## src/rtl/sqrt_core.sv

```systemverilog
// sqrt_core: restoring square-root stage; define SQRT_FIXED_LATENCY_EN to route specials through CALC for fixed 13-cycle latency
module sqrt_core (
  input  logic        clk,
  input  logic        rst,
  input  logic        enable,
  input  logic        n_valid,
  input  logic        is_num,
  input  logic        is_nan,
  input  logic        is_pinf,
  input  logic        is_ninf,
  input  logic        sign_in,
  input  logic [6:0]  exp_in,
  input  logic [10:0] mant_in,
  output logic        busy,
  output logic        r_valid,
  output logic        res_nan,
  output logic        res_inf,
  output logic        res_zero,
  output logic        res_sign,
  output logic [6:0]  res_exp,
  output logic [11:0] res_mant,
  output logic        res_sticky,
  output logic        overrun
);
  localparam int ITER = 12;
  typedef enum logic [1:0] {IDLE, CALC, DONE} state_t;
  state_t            state_q, state_d;
  logic [2*ITER-1:0] rad_q, rad_d;
  logic [ITER+1:0]   rem_q, rem_d, diff;
  logic [ITER-1:0]   q_q, q_d;
  logic [3:0]        cnt_q, cnt_d;
  logic [6:0]        exp_q, exp_d;
  logic [ITER+3:0]   cat;
  logic num_q, num_d, nan_q, nan_d, inf_q, inf_d, zero_q, zero_d, sign_q, sign_d, ovr_q, ovr_d;
  logic ge, op_nan, op_inf, op_num, accept;
  always_comb begin
    cat     = {rem_q, rad_q[2*ITER-1 -: 2]};
    ge      = cat >= {2'b00, q_q, 2'b01};
    diff    = cat[ITER+1:0] - {q_q, 2'b01};
    op_nan  = is_nan | is_ninf | (is_num & sign_in);
    op_inf  = ~op_nan & is_pinf;
    op_num  = ~op_nan & ~op_inf & is_num;
    accept  = enable & n_valid & (state_q == IDLE);
    state_d = state_q;
    rad_d   = rad_q;
    rem_d   = rem_q;
    q_d     = q_q;
    cnt_d   = cnt_q;
    exp_d   = exp_q;
    num_d   = num_q;
    nan_d   = nan_q;
    inf_d   = inf_q;
    zero_d  = zero_q;
    sign_d  = sign_q;
    ovr_d   = ovr_q | (enable & n_valid & (state_q != IDLE));
    if (accept) begin
      nan_d  = op_nan;
      inf_d  = op_inf;
      zero_d = ~op_nan & ~op_inf & ~is_num;
      sign_d = ~op_nan & ~op_inf & ~is_num & sign_in;
      exp_d  = op_num ? {exp_in[6], exp_in[6:1]} : 7'd0;
      rad_d  = ~op_num ? '0 : exp_in[0] ? {mant_in, 13'd0} : {1'b0, mant_in, 12'd0};
      rem_d  = '0;
      q_d    = '0;
      cnt_d  = 4'(ITER);
      num_d  = op_num;
`ifdef SQRT_FIXED_LATENCY_EN
      state_d = CALC;
`else
      state_d = op_num ? CALC : DONE;
`endif
    end else if (enable && state_q == CALC) begin
      if (num_q) begin
        rem_d = ge ? diff : cat[ITER+1:0];
        q_d   = {q_q[ITER-2:0], ge};
        rad_d = rad_q << 2;
      end
      cnt_d   = cnt_q - 4'd1;
      state_d = (cnt_q == 4'd1) ? DONE : CALC;
    end else if (enable && state_q == DONE) begin
      state_d = IDLE;
    end
  end
  always_ff @(posedge clk) begin
    if (rst) begin
      state_q <= IDLE;
      rad_q   <= '0;
      rem_q   <= '0;
      q_q     <= '0;
      cnt_q   <= '0;
      exp_q   <= '0;
      num_q   <= 1'b0;
      nan_q   <= 1'b0;
      inf_q   <= 1'b0;
      zero_q  <= 1'b0;
      sign_q  <= 1'b0;
      ovr_q   <= 1'b0;
    end else begin
      state_q <= state_d;
      rad_q   <= rad_d;
      rem_q   <= rem_d;
      q_q     <= q_d;
      cnt_q   <= cnt_d;
      exp_q   <= exp_d;
      num_q   <= num_d;
      nan_q   <= nan_d;
      inf_q   <= inf_d;
      zero_q  <= zero_d;
      sign_q  <= sign_d;
      ovr_q   <= ovr_d;
    end
  end
  assign busy       = state_q != IDLE;
  assign r_valid    = enable & (state_q == DONE);
  assign res_nan    = nan_q;
  assign res_inf    = inf_q;
  assign res_zero   = zero_q;
  assign res_sign   = sign_q;
  assign res_exp    = exp_q;
  assign res_mant   = q_q;
  assign res_sticky = |rem_q;
  assign overrun    = ovr_q;
endmodule

```

## config.mk

```make
export PLATFORM = sky130hd
export DESIGN_NAME = sqrt_core
export DESIGN_NICKNAME = d
export VERILOG_FILES = /design/src/rtl/sqrt_core.sv
export SDC_FILE = /design/constraint.sdc
export NUM_CORES = 1
export LEC_CHECK = 0
export CORE_UTILIZATION = 50
export DETAILED_ROUTE_END_ITERATION = 8
export GPL_TIMING_DRIVEN = 1
export PLACE_DENSITY_LB_ADDON = 0.05
export REMOVE_ABC_BUFFERS = 1
export SLEW_MARGIN = 20
export SYNTH_ARGS = -nofsm -noshare
export SYNTH_HDL_FRONTEND = slang
export SYNTH_SLANG_ARGS = --single-unit
```

## constraint.sdc

```tcl
create_clock -name clk -period 3.4 [get_ports clk]
set_input_delay 0.68 -clock clk [delete_from_list [all_inputs] [get_ports clk]]
set_output_delay 0.68 -clock clk [all_outputs]
set_load 0.02 [all_outputs]
```

==> out/results.ini, run 1 <==
[run_status]
status = completed

[power_and_ir_drop]
p_switching_uw = 329
ir_drop_mv = 0.203
leakage_nw = 1.45
sw_frac_of_total_pct = 26.8
sequentialPowerShare_pct = 55.1
power_density_nw_per_um2 = 323
internal_power_uw = 898
comb_power_share_pct = 13.4
power.share.clock_pct = 31.5

[clocking]
clk_pin_slew_worst_paths_ps = 110
htreeDepth = 2
cts_hold_buf = 0
clock_latency_ps = 320
postCtsSetupBuffers = 0
numCtsBuffers = 5
clock_path_buffers = 2
cts-root-buf = clkbuf_8
cts.sinks = 56
cts_resized = 0
cts_tree = done

[floorplan]
die_w_um = 81.3
die_area_sq_um = 6610
ioPinCount = 54
initial_core_util_pct = 52.5
die_h_um = 81.3
core_area_sq_um = 5990
rows = 28

[global_routing]
grt_overflow = 0
grt_usage_pct = 22.7
grt_pass1_wl_um = 11500
antenna_found_initial = 0
grt_pass1_vias = 2485
grt_max_degree = 38

[critical_path]
critPathRequiredTime_ps = 2720
r2r_slack_ps = 880
rr_worst_depth = 8
path_cells = clkdlybuf4s50_1, and3b_1, clkdlybuf4s50_1
crit_top_cell = clkdlybuf4s50_1
r2r_start = res_mant[2]
crit_slowest_cell = clkdlybuf4s50_1
r2r-end = rem_q[1]
arrival_ps = 2080
end_kind = primary output
critPathKind = input port to primary output
slowest_delay_ps = 600
start_kind = input port
critPathMaxFanout = 6

[sta]
tightestPinTransition_ps = 912
min_period_ps = 2760
drv_slew = 0
post-route-period-util_pct = 81.1
final.setup.tns_ps = 0
hold_ws_ps = 484
slew_headroom_pct = 39.2
skew_ps = 9.98
finalHoldViolations = 0
rsz0062_at_grt = no
fmax_mhz = 363
setup_viol = 0

[yosys]
ys_seq_elements = 56
async_flop_share_pct = 0
yosys-top-cells-area = dfxtp_1 (36%), ha_1 (6.4%), nand2_1 (5.7%)
yosysWarnings = 0
synth_edf_count = 0
dominantRegCellSynth = dfxtp_1
ys_top_cells_by_count = dfxtp_1 (56), nand2_1 (48), a21oi_1 (35), nor2_1 (34), inv_1 (20)
avgSynthCellArea_sq_um = 8.27
synth_top_area_share_pct = 35.7
post-synth-top-count-cell = dfxtp_1
synth-seq-area-share_pct = 35.7
synth_top_area_cell = dfxtp_1
yosys.cell_types.count = 55
syn_inst = 380
syn_area_sq_um = 3140

[hold_path]
holdPathEnd = res_mant[1]
holdPathStages = 2
hp-class = register to register
holdCritStartpoint = res_mant[0]

[route]
drt_iter0_drc = 139
vias = 2810
antenna_left = 0
firstDrtPassIters = 4
wire_per_inst_um = 14.5
viasPerCell = 5.61
routed_wl_um = 7240
drc = 0

[finish]
final_area_sq_um = 3800
drive_gt1_share_pct = 8.92
final_nets = 468
insertedDiodeCount = 0
fill_cells = 548
synthToLayoutAreaGrowth_pct = 21.0

[place]
place.gp.congestion = 0.872
portBuffers = 53
place_area_sq_um = 3710
detailed_place_hpwl_um = 5210

[run]
drv_cap = 0

registers in the layout, summed over array words and instances (netlist names), 2 cells and up:
| register | flops |
|---|---|
| res_exp | 6 |
| rad_q | 12 |
| rem_q | 14 |
| res_mant | 12 |
| state_q | 2 |
| cnt_q | 4 |
worst max path at each step:
stage,start,endpoint,slack [ps],cells after the start
floorplan,enable,rem_q[4],930,6
global placement,enable,res_exp[1],510,6
detailed placement,enable,res_exp[4],390,6
CTS,enable,r_valid,630,3
global route,enable,r_valid,570,3
finish,enable,r_valid,640,3
cells in the final DEF (no fill, tap or decap), types with 3 or more instances in the layout:
master / count
a211oi_1: 13
a21o_1: 9
a21oi_1: 35
a22o_1: 7
a31oi_1: 5
and3_1: 3
buf_4: 5
clkbuf_8: 5
clkdlybuf4s50_1: 53
dfxtp_1: 56
ha_1: 16
inv_1: 20
mux2_2: 10
nand2_1: 48
nand2b_1: 4
nand3_1: 10
nand4_1: 3
nor2_1: 34
nor2b_1: 3
nor3_1: 4
nor4_1: 6
o211a_1: 3
o21ai_0: 17
o31a_1: 3
or2_2: 4
xnor2_1: 11
layout make-up:
type	count	area (sq um)	share of cell area (%)
clock inverters	3	23.8	0.625
multi-input cells	284	1850	48.7
inverters	20	75.1	1.97
well taps	75	93.8	2.47
flip-flops and latches	56	1120	29.5
repair buffers	58	568	14.9
clock buffers	5	68.8	1.81
critical path, delay by kind of cell:
family	cells	cell delay [ps]
simple gates	1	210
buf+inv	2	1190
cells by family (layout without fill, tap and decap cells):
logic type / after synthesis / count (layout) / share of synthesized area, %
adders and majority gates: 16 / 16 / 6.37
muxes: 12 / 12 / 4.22
AOI/OAI and AO/OA: 111 / 111 / 24.0
buffers and inverters: 40 / 86 / 5.37
DFF: 56 / 56 / 35.7
xor gates and xnor gates: 13 / 13 / 3.62
and+or+nand+nor: 132 / 132 / 20.7
through the flow:
stage          util, %  worst slack [ps]  std cells  power [mW]
2_1_floorplan        -               930        360       0.786
3_3_place_gp      62.0               513        493       0.854
3_5_place_dp      62.0               392        493       0.857
4_1_cts           63.5               633        501        1.23
5_1_grt           63.5               568        501        1.27
6_report          63.5               642        501        1.23
power groups by stage:
stage	clock network, mW	registers, mW	logic (mW)
6_report	0.386	0.677	0.164
3_5_place_dp	0	0.692	0.165
2_1_floorplan	0	0.692	0.0935
4_1_cts	0.391	0.677	0.165
5_1_grt	0.414	0.679	0.179
3_3_place_gp	0	0.692	0.163
metal layers:
layer	vias to the layer above	part of all wire (%)	GRT usage [%]
met4	0	1.3	7.32
li1	1441	-	-
met1	1309	47	29.8
met3	8	4.2	4.27
met2	52	48	37.3
met5	-	0	0
Power figures use the tool's default switching activity.
==> run 2: changes to the inputs <==
Settings changed: CORE_UTILIZATION 50 to 48.
Clock period 3.4 ns to 2.5 ns, I/O delays scaled along.
==> out/results.ini, run 2 (synthesized netlist as in run 1, its figures left out) <==
[finish]
fin_cells = 524  ; was 501
insertedDiodeCount = 0  ; unchanged
final_area_sq_um = 4040  ; was 3800 sq um
final_util_pct = 63.5  ; about the same
top_register = rem_q  ; unchanged
largest_register_ffs = 14  ; unchanged
final_common_cell = dfxtp_1  ; unchanged
mostFrequentLayoutCells = dfxtp_1 (56), clkdlybuf4s50_1 (53), nand2_1 (48)  ; unchanged
final_nets = 489  ; was 468
drive_gt1_share_pct = 13.2  ; was 8.92%
synthToLayoutAreaGrowth_pct = 28.3  ; was 21.0%
fill_cells = 570  ; was 548

[power_and_ir_drop]
leakage_nw = 1.59  ; was 1.45 nW
sw_frac_of_total_pct = 24.9  ; was 26.8%
p_switching_uw = 441  ; was 329 uW
internal_power_mw = 1.33  ; was 898 uW
power_mw = 1.77  ; was 1.23 mW
ir_drop_mv = 0.298  ; was 0.203 mV
comb_power_share_pct = 13.2  ; was 13.4%
sequentialPowerShare_pct = 51.9  ; was 55.1%
power.share.clock_pct = 34.9  ; was 31.5%
power_density_nw_per_um2 = 439  ; was 323 nW/um^2

[sta]
min_period_ps = 2400
drv_slew = 0  ; unchanged
skew_ps = 10.0  ; was 9.98 ps
post-route-period-util_pct = 95.9
layout_setup_ws_ps = 102  ; was 642 ps
hold_ws_ps = 462  ; was 484 ps
tightestPinTransition_ps = 476  ; was 912 ps
final.setup.tns_ps = 0  ; unchanged
finalHoldViolations = 0  ; unchanged
rsz0062_at_grt = no  ; unchanged
slew_headroom_pct = 68.1  ; was 39.2%
fmax_mhz = 417
setup_viol = 0  ; unchanged

[place]
portBuffers = 53  ; unchanged
place.gp.congestion = 0.842  ; was 0.872
place_area_sq_um = 3890  ; was 3710 sq um
place_inst = 515  ; was 493
pre_cts_slack_ps = 37.4  ; was 392 ps
detailed_place_hpwl_um = 5370  ; was 5210 um

[route]
antenna_left = 0  ; unchanged
vias = 2885  ; was 2810
wl_met3_um = 196  ; was 304 um
drt-met1-wl_um = 3450  ; was 3380 um
detailroute.wirelength.met2_um = 3620  ; was 3470 um
drc = 0  ; unchanged
routed_wl_um = 7400  ; was 7240 um
drt_iter0_drc = 121  ; was 139
wire_per_inst_um = 14.1  ; was 14.5 um
viasPerCell = 5.51  ; was 5.61
firstDrtPassIters = 4  ; unchanged
dr.max_layer_used = met4  ; unchanged

[critical_path]
arrival_ps = 1900  ; was 2080 ps
end_kind = primary output  ; unchanged
critPathKind = input port to primary output  ; unchanged
r2r_slack_ps = 130  ; was 880 ps
critPathRequiredTime_ps = 2000  ; was 2720 ps
critPathMaxFanout = 6  ; unchanged
start_kind = input port  ; unchanged

[global_routing]
grt_pass1_wl_um = 12600  ; was 11500 um
grt_pass1_vias = 2835  ; was 2485
antenna_found_initial = 0  ; unchanged
grt_overflow = 0  ; unchanged
grt_usage_pct = 22.1  ; was 22.7%
grt_max_degree = 38  ; unchanged

[floorplan]
core_area_sq_um = 6350  ; was 5990 sq um
die_h_um = 82.9  ; was 81.3 um
rows = 29  ; was 28
ioPinCount = 54  ; unchanged
die_area_sq_um = 6880  ; was 6610 sq um
die_w_um = 82.9  ; was 81.3 um
initial_core_util_pct = 49.5  ; was 52.5%

[clocking]
cts_tree = done  ; unchanged
cts-root-buf = clkbuf_8  ; unchanged
numCtsBuffers = 5  ; unchanged
htreeDepth = 2  ; unchanged
clock_latency_ps = 320  ; about the same
cts.sinks = 56  ; unchanged
clk_pin_slew_worst_paths_ps = 100  ; was 110 ps
cts_hold_buf = 0  ; unchanged
clock_path_buffers = 2  ; unchanged

[hold_path]
hp-class = register to register  ; unchanged

[run]
drv_cap = 0  ; unchanged

[run_status]
status = completed  ; unchanged

## run 2: cell types whose count changed in the layout (fill, tap and decap cells not counted), sizes merged
cell / previous run / this run
clkinvlp: 2 / 0
bufinv: 0 / 1
clkinv: 1 / 2
buf: 5 / 26
## run 2: path summary, 6_finish.rpt
kind | startpoint | end | depth (start not counted)
max | enable | r_valid | 3
min | res_zero | res_zero | 1
max reg2reg | res_mant[5] | rem_q[10] | 10
min reg2reg | res_zero | res_zero | 1
## run 2: worst max-delay path, cell delays in order
cell and delay [ps]:
clkdlybuf4s50_1 590, and3b_1 210, clkdlybuf4s50_1 600
## run 2: repair_timing
action / in CTS / in global routing
resized for setup: 0 / 1
setup endpoints to repair: 0 / 3
buffers inserted: 0 / 1
## run 2: area by class of cell
type                            instances  area, sq um  area share, %
Clock inverter                          3         47.5           1.18
Inverter                               20         75.1           1.86
Sequential cell                        56         1120           27.8
Multi-Input combinational cell        284         1860           46.2
Clock buffer                            5         68.8           1.71
Timing Repair Buffer                   79          763           18.9
Tap cell                               77         96.3           2.39
## run 2: per-layer routing
layer  global-route usage (%)  up-vias
li1                         -     1488
met1                     27.2     1339
met2                     39.2       44
met3                     3.48       14
met4                     7.05        0
met5                        0        -
## run 2: power groups by stage
stage	clock, mW	sequential [mW]	combinational (mW)
2_1_floorplan	0	0.942	0.127
3_3_place_gp	0	0.941	0.230
3_5_place_dp	0	0.941	0.230
4_1_cts	0.632	0.921	0.232
5_1_grt	0.670	0.924	0.257
6_report	0.618	0.921	0.234
==> run 3: changes to the inputs <==
Settings changed: CORE_UTILIZATION 48 to 50, CTS_BUF_LIST from default to sky130_fd_sc_hd__clkbuf_4, MAX_ROUTING_LAYER from default to met4.
==> out/results.ini, run 3 (synthesized netlist as in run 1, its figures left out) <==
[route]
routed_wl_um = 7430  ; was 7400 um
antenna_left = 0  ; unchanged
drt_iter0_drc = 185  ; was 121
viasPerCell = 5.65  ; was 5.51
drc = 0  ; unchanged
vias = 2912  ; was 2885
wire_per_inst_um = 14.4  ; was 14.1 um
firstDrtPassIters = 4  ; unchanged

[floorplan]
initial_core_util_pct = 52.5  ; was 49.5%
ioPinCount = 54  ; unchanged
core_area_sq_um = 5990  ; was 6350 sq um
rows = 28  ; was 29
die_area_sq_um = 6610  ; was 6880 sq um
die_w_um = 81.3  ; was 82.9 um
die_h_um = 81.3  ; was 82.9 um

[sta]
drv_slew = 0  ; unchanged
fmax_mhz = 413  ; was 417 MHz
rsz0062_at_grt = no  ; unchanged
final.setup.tns_ps = 0  ; unchanged
finalHoldViolations = 0  ; unchanged
tightestPinTransition_ps = 481  ; was 476 ps
slew_headroom_pct = 67.8  ; was 68.1%
skew_ps = 16.3  ; was 10.0 ps
post-route-period-util_pct = 96.9  ; was 95.9%
layout_setup_ws_ps = 77.2  ; was 102 ps
min_period_ps = 2420  ; was 2400 ps
setup_viol = 0  ; unchanged

[run_status]
status = completed  ; unchanged

[critical_path]
critPathMaxFanout = 6  ; unchanged
critPathRequiredTime_ps = 2000  ; about the same
arrival_ps = 1920  ; was 1900 ps
start_kind = input port  ; unchanged
r2r_slack_ps = 150  ; was 130 ps
end_kind = primary output  ; unchanged
critPathKind = input port to primary output  ; unchanged
r2r_start = res_mant[5]  ; unchanged
cp-startpoint = enable  ; unchanged

[clocking]
htreeDepth = 2  ; unchanged
cts-root-buf = clkbuf_4  ; was clkbuf_8
clock_latency_ps = 380  ; was 320 ps
cts.sinks = 56  ; unchanged
clk_pin_slew_worst_paths_ps = 150  ; was 100 ps
cts_hold_buf = 0  ; unchanged
numCtsBuffers = 5  ; unchanged
cts_tree = done  ; unchanged
clock_path_buffers = 2  ; unchanged

[global_routing]
grt_max_degree = 27  ; was 38
grt_usage_pct = 25.2  ; was 22.1%
grt_pass1_wl_um = 12700  ; was 12600 um
grt_pass1_vias = 2792  ; was 2835
grt_overflow = 0  ; unchanged
antenna_found_initial = 0  ; unchanged

[place]
portBuffers = 53  ; unchanged
place_area_sq_um = 3820  ; was 3890 sq um
detailed_place_hpwl_um = 5420  ; was 5370 um
place_inst = 506  ; was 515
pre_cts_slack_ps = 47.8  ; was 37.4 ps
place.gp.congestion = 0.849  ; was 0.842

[finish]
final_nets = 482  ; was 489
final_common_cell = dfxtp_1  ; unchanged
top_register = rem_q  ; unchanged
drive_gt1_share_pct = 11.8  ; was 13.2%
fin_cells = 515  ; was 524
synthToLayoutAreaGrowth_pct = 23.9  ; was 28.3%
fill_cells = 528  ; was 570
largest_register_ffs = 14  ; unchanged
final_area_sq_um = 3900  ; was 4040 sq um
final_util_pct = 65.0  ; was 63.5%
mostFrequentLayoutCells = dfxtp_1 (56), clkdlybuf4s50_1 (53), nand2_1 (48)  ; unchanged
insertedDiodeCount = 0  ; unchanged

[hold_path]
hp-class = register to register  ; unchanged
holdCritStartpoint = num_q  ; was res_zero

[run]
drv_cap = 0  ; unchanged

[power_and_ir_drop]
leakage_nw = 1.52  ; was 1.59 nW
power_density_nw_per_um2 = 399  ; was 439 nW/um^2
ir_drop_mv = 0.245  ; was 0.298 mV

run 3: stage by stage:
step | power (mW) | hold slack (ps)
finish | 1.55 | 490
floorplan | 1.07 | 440
CTS | 1.56 | 496
global route | 1.62 | 519
detailed placement | 1.17 | 462
global placement | 1.17 | 462
run 3: what timing repair did:
action,in CTS,in global routing
gates resized for setup,0,2
setup buffers,0,1
setup endpoints to repair,0,6
hold endpoints to repair,0,0
run 3: critical path: stages:
cell             delay, ps
clkdlybuf4s50_1        600
and3b_1                220
clkdlybuf4s50_1        600
run 3: final cells by class:
cell class / instances / area [sq um] / area share [%]
multi-input combinational: 284 / 1870 / 48.0
sequential: 56 / 1120 / 28.8
inverter: 20 / 75.1 / 1.93
clock buffer: 5 / 37.5 / 0.963
clock inverter: 3 / 13.8 / 0.353
timing repair buffer: 72 / 686 / 17.6
tap: 75 / 93.8 / 2.41
run 3: path summary, 6_finish.rpt:
check / endpoint / cells past startpoint
max: r_valid / 3
min: num_q / 1
max reg2reg: rem_q[7] / 9
min reg2reg: num_q / 1
run 3: metal layers:
layer  GRT usage [%]  part of all wire (%)
met1            31.6                    46
met2            41.9                    48
met3            3.37                   4.7
met4            7.14                  0.91
met5               -                     0
run 3: report_power, final:
| group | internal, mW | leakage (nW) | switching [mW] |
|---|---|---|---|
| Clock | 0.104 | 0.0324 | 0.292 |
| Combinational | 0.119 | 1.03 | 0.114 |
| Sequential | 0.910 | 0.453 | 0.0133 |
| Total | 1.13 | 1.52 | 0.419 |
